==> config.mk <==
export PLATFORM = sky130hd
export DESIGN_NAME = pipeline_stall_ctrl
export DESIGN_NICKNAME = d
export VERILOG_FILES = /design/src/rtl/pipeline_stall_ctrl_pkg.sv /design/src/rtl/pipe_perf_counter.sv /design/src/rtl/pipeline_stall_ctrl.sv
export SDC_FILE = /design/constraint.sdc
export NUM_CORES = 1
export LEC_CHECK = 0
export ABC_AREA = 1
export CORE_MARGIN = 4
export CORE_UTILIZATION = 30
export CTS_CLUSTER_DIAMETER = 120
export CTS_CLUSTER_SIZE = 16
export DETAILED_ROUTE_END_ITERATION = 16
export PLACE_DENSITY_LB_ADDON = 0.12
export SLEW_MARGIN = 15
export SYNTH_ARGS = -nofsm -noshare
export SYNTH_HDL_FRONTEND = slang
export SYNTH_HIERARCHICAL = 1
export SYNTH_SLANG_ARGS = --single-unit
==> constraint.sdc <==
create_clock -name i_clock -period 1.5 [get_ports i_clock]
set_input_delay 0.45 -clock i_clock [delete_from_list [all_inputs] [get_ports i_clock]]
set_output_delay 0.45 -clock i_clock [all_outputs]
set_load 0.005 [all_outputs]
==> src/rtl/pipeline_stall_ctrl_pkg.sv <==
// Shared run-control definitions for the pipeline stall controller.
// State encodings are visible to the debug unit through o_state.
package pipe_ctrl_pkg;

  typedef enum logic [2:0] {
    ST_IDLE   = 3'd0,
    ST_RUN    = 3'd1,
    ST_STEP   = 3'd2,
    ST_DRAIN  = 3'd3,
    ST_HALTED = 3'd4
  } state_e;

  // ID->EX->MEM->WB plus one spare cycle so HALT retires before the stop
  localparam int DRAIN_CYCLES_DEF = 4;

endpackage

==> src/rtl/pipe_perf_counter.sv <==
// Free-running wrap-around event counter with enable and synchronous clear.
module pipe_perf_counter #(
  parameter int NB_CNT = 32
) (
  input  logic              i_clock,
  input  logic              i_reset_n,
  input  logic              i_clear,
  input  logic              i_enable,
  output logic [NB_CNT-1:0] o_count
);

  always_ff @(posedge i_clock or negedge i_reset_n) begin
    if (!i_reset_n) begin
      o_count <= '0;
    end else if (i_clear) begin
      o_count <= '0;
    end else if (i_enable) begin
      o_count <= o_count + NB_CNT'(1);
    end
  end

endmodule

==> src/rtl/pipeline_stall_ctrl.sv <==
// Run-control FSM and per-stage enable/flush/bubble strobes for the 5-stage pipeline.
// Define PIPE_PERF_CNT_EN to build the stall/flush/cycle performance counters.
module pipeline_stall_ctrl
  import pipe_ctrl_pkg::*;
#(
  parameter int NB_CNT       = 32,
  parameter int DRAIN_CYCLES = DRAIN_CYCLES_DEF,
  parameter int NB_DRAIN     = 3
) (
  input  logic              i_clock,
  input  logic              i_reset_n,
  input  logic              i_risk_detected,
  input  logic              i_if_flush,
  input  logic              i_halt_decoded,
  input  logic              i_dbg_run,
  input  logic              i_dbg_step,
  input  logic              i_dbg_pause,
  input  logic              i_dbg_clear,
  output logic              o_pipe_enable,
  output logic              o_pc_write,
  output logic              o_if_id_write,
  output logic              o_if_id_flush,
  output logic              o_id_ex_bubble,
  output logic              o_halted,
  output logic [2:0]        o_state,
  output logic [NB_CNT-1:0] o_stall_count,
  output logic [NB_CNT-1:0] o_flush_count,
  output logic [NB_CNT-1:0] o_cycle_count
);

  localparam logic [NB_DRAIN-1:0] DRAIN_LOAD = NB_DRAIN'(DRAIN_CYCLES - 1);

  state_e              state;
  logic [NB_DRAIN-1:0] drain_cnt;

  always_ff @(posedge i_clock or negedge i_reset_n) begin
    if (!i_reset_n) begin
      state     <= ST_IDLE;
      drain_cnt <= '0;
    end else begin
      case (state)
        ST_IDLE: begin
          if (i_dbg_run) begin
            state <= ST_RUN;
          end else if (i_dbg_step) begin
            state <= ST_STEP;
          end
        end
        ST_RUN: begin
          if (i_halt_decoded) begin
            state     <= ST_DRAIN;
            drain_cnt <= DRAIN_LOAD;
          end else if (i_dbg_pause) begin
            state <= ST_IDLE;
          end
        end
        ST_STEP: begin
          if (i_halt_decoded) begin
            state     <= ST_DRAIN;
            drain_cnt <= DRAIN_LOAD;
          end else begin
            state <= ST_IDLE;
          end
        end
        ST_DRAIN: begin
          if (drain_cnt == '0) begin
            state <= ST_HALTED;
          end else begin
            drain_cnt <= drain_cnt - NB_DRAIN'(1);
          end
        end
        ST_HALTED: begin
          if (i_dbg_clear) begin
            state <= ST_IDLE;
          end
        end
        default: state <= ST_IDLE;
      endcase
    end
  end

  // Strobes are Mealy so they line up with the hazard unit's outputs in the same cycle
  always_comb begin
    o_pipe_enable  = 1'b0;
    o_pc_write     = 1'b0;
    o_if_id_write  = 1'b0;
    o_if_id_flush  = 1'b0;
    o_id_ex_bubble = 1'b0;
    case (state)
      ST_RUN, ST_STEP: begin
        o_pipe_enable  = 1'b1;
        o_pc_write     = ~i_risk_detected & ~i_halt_decoded;
        o_if_id_write  = ~i_risk_detected;
        o_id_ex_bubble = i_risk_detected;
        // a stalled branch is re-resolved next cycle with forwarded operands
        o_if_id_flush  = i_if_flush & ~i_risk_detected;
      end
      ST_DRAIN: begin
        o_pipe_enable  = 1'b1;
        o_if_id_write  = 1'b1;
        o_if_id_flush  = 1'b1;
      end
      default: ;
    endcase
  end

  assign o_halted = (state == ST_HALTED);
  assign o_state  = state;

`ifdef PIPE_PERF_CNT_EN
  logic counter_clear;
  logic flush_event;

  assign counter_clear = (state == ST_HALTED) && i_dbg_clear;
  // drain NOPs are housekeeping, not branch flushes
  assign flush_event   = o_if_id_flush && ((state == ST_RUN) || (state == ST_STEP));

  pipe_perf_counter #(.NB_CNT(NB_CNT)) u_cycle_counter (
    .i_clock   (i_clock),
    .i_reset_n (i_reset_n),
    .i_clear   (counter_clear),
    .i_enable  (o_pipe_enable),
    .o_count   (o_cycle_count)
  );

  pipe_perf_counter #(.NB_CNT(NB_CNT)) u_stall_counter (
    .i_clock   (i_clock),
    .i_reset_n (i_reset_n),
    .i_clear   (counter_clear),
    .i_enable  (o_id_ex_bubble),
    .o_count   (o_stall_count)
  );

  pipe_perf_counter #(.NB_CNT(NB_CNT)) u_flush_counter (
    .i_clock   (i_clock),
    .i_reset_n (i_reset_n),
    .i_clear   (counter_clear),
    .i_enable  (flush_event),
    .o_count   (o_flush_count)
  );
`else
  assign o_cycle_count = '0;
  assign o_stall_count = '0;
  assign o_flush_count = '0;
`endif

endmodule

==> out/results.ini <==
[outcome]
run_status = finished, violations left
failing_checks = negative setup slack

[floorplan]
dieArea_mm2 = 0.00490
dieHeight_um = 70.0
initial_core_util_pct = 31.3
core-area_mm2 = 0.00369
total_i_o_pin_count = 114
die_width_um = 70.0
row_count = 22

[drt]
post_drt_wl_per_cell_um = 7.88
routed_via_density = 3.07
detailedRoute.firstIterationViolations = 22
remaining_drc_errors = 0
remaining_antenna_violation_count = 0
routed-via-count = 754
routed_wl_mm = 1.94
firstDrtPassIters = 4

[global_routing]
grt_pass1_wl_mm = 2.62
grt.overflow.total = 0
track_usage_pct = 6.37
number_of_antenna_violations_at_the_first_check_in_global_routing = 0
vias_in_the_first_global_route = 628
grt_start_max_net_pins = 9

[power]
power.total_mw = 1.75
combPwrFrac_pct = 69.4
net-switching-power_mw = 0.738
leakage_power_figure_nw = 0.771
internal-power_mw = 1.01
vdd_ir_drop_max_uv = 653
switching_share_pct = 42.2
pwr_per_cell_area_mw_per_mm2 = 1420
sequentialPowerShare_pct = 17.2
clockPowerShare_pct = 13.4

[timing]
finalSetupViolations = 6
clock.fmax_mhz = 615
final_period_minus_worst_setup_slack_ps = 1630
worst_slack_ps = -125
setup_repair_after_global_routing_missed_its_margin = true
timing.final.max_slew_violations = 0
timing.final.crit_share_pct = 108
final-hold-violation-count = 0
timing.setup.tns_ps = -588
whs_ps = 477
timing.clock.skew_ps = 1.76

[critical_path]
critPathArrivalTime_ps = 1180
crit-reg2reg-capture = drain_cnt[0]$_DFFE_PN0P_
r2r_slack_ps = 120
crit_start = o_state[1]$_DFFE_PN0P_
end_kind = output port
critical_path_class = reg -> out
crit_path_max_fanout = 4
r2r_cells = 9
cp_slowest_stage_delay_ps = 380
path_delay_family = flip-flops
r2r-start = o_state[0]$_DFFE_PN0P_
cpMaxStageDelayCell = sky130_fd_sc_hd__dfrtp_1
worstPathCellList = buf_6 -> inv_4 -> nand3_4 -> nand2_4 -> nand2_2 -> nor2_1 -> buf_2
startpoint_type = register
worstPathRequired_ps = 1050
crit_buf_inv = 3

[logic_synthesis]
synth.yosys.warnings = 6
netlist.top_cell.by_area = sky130_fd_sc_hd__buf_4
ys_ff_latch = 6
yosys-top-cells-area = sky130_fd_sc_hd__buf_4 62%, sky130_fd_sc_hd__dfrtp_1 13%, sky130_fd_sc_hd__nand2_1 5.9%, sky130_fd_sc_hd__nand3_1 3.9%, sky130_fd_sc_hd__inv_1 3.3%
synth_cell_type_count = 17
synth.yosys.seq_area_share_pct = 13.0
synthesized_area_per_cell_um2 = 7.17
synth_cells = 161
post_synth_instance_area_mm2 = 0.00115
post-synth-top-area-fraction_pct = 62.5

[placement]
placed_cell_area_mm2 = 0.00111
gp_congestion = 0.700
io_buffers = 17
dpl.hpwl_mm = 1.71

[layout]
post_layout_net_count = 211
areaGrowthSynthToFinish_pct = 6.72
final_layout_size_suffix_gt1_share_pct = 22.2
n_antenna_cell = 0
final_cell_area_mm2 = 0.00123

[hold_path]
hold_path.class = in -> async

[clocking]
clock_insertion_delay_worst_skew_ps = 220
cts_inserted_buffers = 3
cts.reportedPaths.clkPinSlew_ps = 30
cts_tree = yes
clock_path_buffers = 2
clockRootBuffer = sky130_fd_sc_hd__clkbuf_8
h-tree-depth = 1
clock_sink_count = 6

[run]
timing.max_cap.violations = 0

## synth_stat cells
cell type	number
sky130_fd_sc_hd__inv_2	1
sky130_fd_sc_hd__or2_0	1
sky130_fd_sc_hd__nand2_2	3
sky130_fd_sc_hd__nor3_1	2
sky130_fd_sc_hd__ha_1	2
sky130_fd_sc_hd__inv_1	10
sky130_fd_sc_hd__nor2_1	7
sky130_fd_sc_hd__nand2_4	1
sky130_fd_sc_hd__nand2_1	18
sky130_fd_sc_hd__nand3_1	9
sky130_fd_sc_hd__conb_1	1
sky130_fd_sc_hd__buf_4	96
sky130_fd_sc_hd__dfrtp_1	6
sky130_fd_sc_hd__a21oi_1	1
sky130_fd_sc_hd__nand4_1	1
sky130_fd_sc_hd__o21ai_0	1
sky130_fd_sc_hd__nor2_4	1
## worst register-to-register path: cells and delay by family (launching register included)
kind | cells | cell delay [ps]
and+or+nand+nor | 6 | 470
DFF | 1 | 430
buffers and inverters | 3 | 380
## final cells by class
cell class | instances | area (um2)
fill | 415 | 2460
timing repair buffer | 35 | 289
clock buffer | 3 | 41.3
tap | 48 | 60.1
sequential | 6 | 151
multi-input combinational | 143 | 646
inverter | 11 | 43.8
## timing repair
action                                  4_1_cts  5_1_grt
gates resized for setup                      38       10
hold buffers                                  0        0
pin swaps                                     2        2
buffers inserted                              7        0
endpoints found under the setup margin        9        8
## layout by cell type (no fill, tap or decap)
cell / netlist / final
sky130_fd_sc_hd__nand3_4: 0 / 1
sky130_fd_sc_hd__nand2_2: 3 / 2
sky130_fd_sc_hd__dfrtp_1: 6 / 5
sky130_fd_sc_hd__buf_2: 0 / 5
sky130_fd_sc_hd__inv_4: 0 / 1
sky130_fd_sc_hd__nor2_4: 1 / 2
sky130_fd_sc_hd__a21oi_1: 1 / 1
sky130_fd_sc_hd__o21ai_0: 1 / 1
sky130_fd_sc_hd__nand2_4: 1 / 3
sky130_fd_sc_hd__nand3_1: 9 / 6
sky130_fd_sc_hd__or2_0: 1 / 1
sky130_fd_sc_hd__nand4_1: 1 / 1
sky130_fd_sc_hd__nor2_1: 7 / 6
sky130_fd_sc_hd__inv_2: 1 / 4
sky130_fd_sc_hd__buf_4: 96 / 13
sky130_fd_sc_hd__clkbuf_2: 0 / 1
sky130_fd_sc_hd__nand3_2: 0 / 2
sky130_fd_sc_hd__clkdlybuf4s50_1: 0 / 7
sky130_fd_sc_hd__nand2_1: 18 / 17
sky130_fd_sc_hd__nor3_1: 2 / 1
sky130_fd_sc_hd__inv_1: 10 / 6
sky130_fd_sc_hd__nor3_2: 0 / 1
sky130_fd_sc_hd__dlygate4sd2_1: 0 / 4
sky130_fd_sc_hd__clkbuf_8: 0 / 3
sky130_fd_sc_hd__dfrtp_2: 0 / 1
sky130_fd_sc_hd__buf_6: 0 / 5
sky130_fd_sc_hd__ha_1: 2 / 2
sky130_fd_sc_hd__conb_1: 1 / 96
## power groups by stage
stage                     registers (mW)  logic [mW]  clock network [mW]
after CTS                          0.288        1.15               0.242
after global routing               0.308        1.37               0.253
after global placement             0.301       0.998                   0
after floorplan                    0.315       0.661                   0
after detailed placement           0.305        1.02                   0
final                              0.301        1.21               0.234
## worst max path at each step
stage	slack, ps	to	cells past startpoint
final	-130	o_pc_write	7
after global routing	-200	o_pc_write	7
after CTS	-140	o_pc_write	7
after detailed placement	-550	o_pc_write	5
after global placement	-530	o_pc_write	5
after floorplan	140	o_pc_write	5
## per-layer routing
layer | vias up | wire length, um | GRT usage (%)
met2 | 62 | 999 | 11.3
met1 | 317 | 617 | 6.78
met3 | 0 | 322 | 2.59
met4 | 0 | 0 | 2.13
li1 | 375 | - | -
met5 | - | 0 | 0
## stage by stage
step / utilization [%] / worst slack, ps / cells
after floorplan: - / 142 / 256
after global placement: 30.1 / -533 / 237
after detailed placement: 30.1 / -550 / 237
after CTS: 32.7 / -138 / 246
after global routing: 33.4 / -199 / 246
final: 33.4 / -125 / 246
## state kept, by name (all words and copies together) (netlist names)
name       count
drain_cnt      3
o_state        3
## cell families (layout without fill, tap and decap cells)
group                    Yosys count  count (layout)  synth area share (%)
adder cells (fa/ha/maj)            2               2                  2.17
other                              1              96                 0.325
AO/OA/AOI/OAI                      2               2                 0.867
buffers and inverters            107              49                  66.1
AND/OR/NAND/NOR                   43              43                  17.6
flip-flops                         6               6                  13.0
Power figures use the tool's default switching activity.
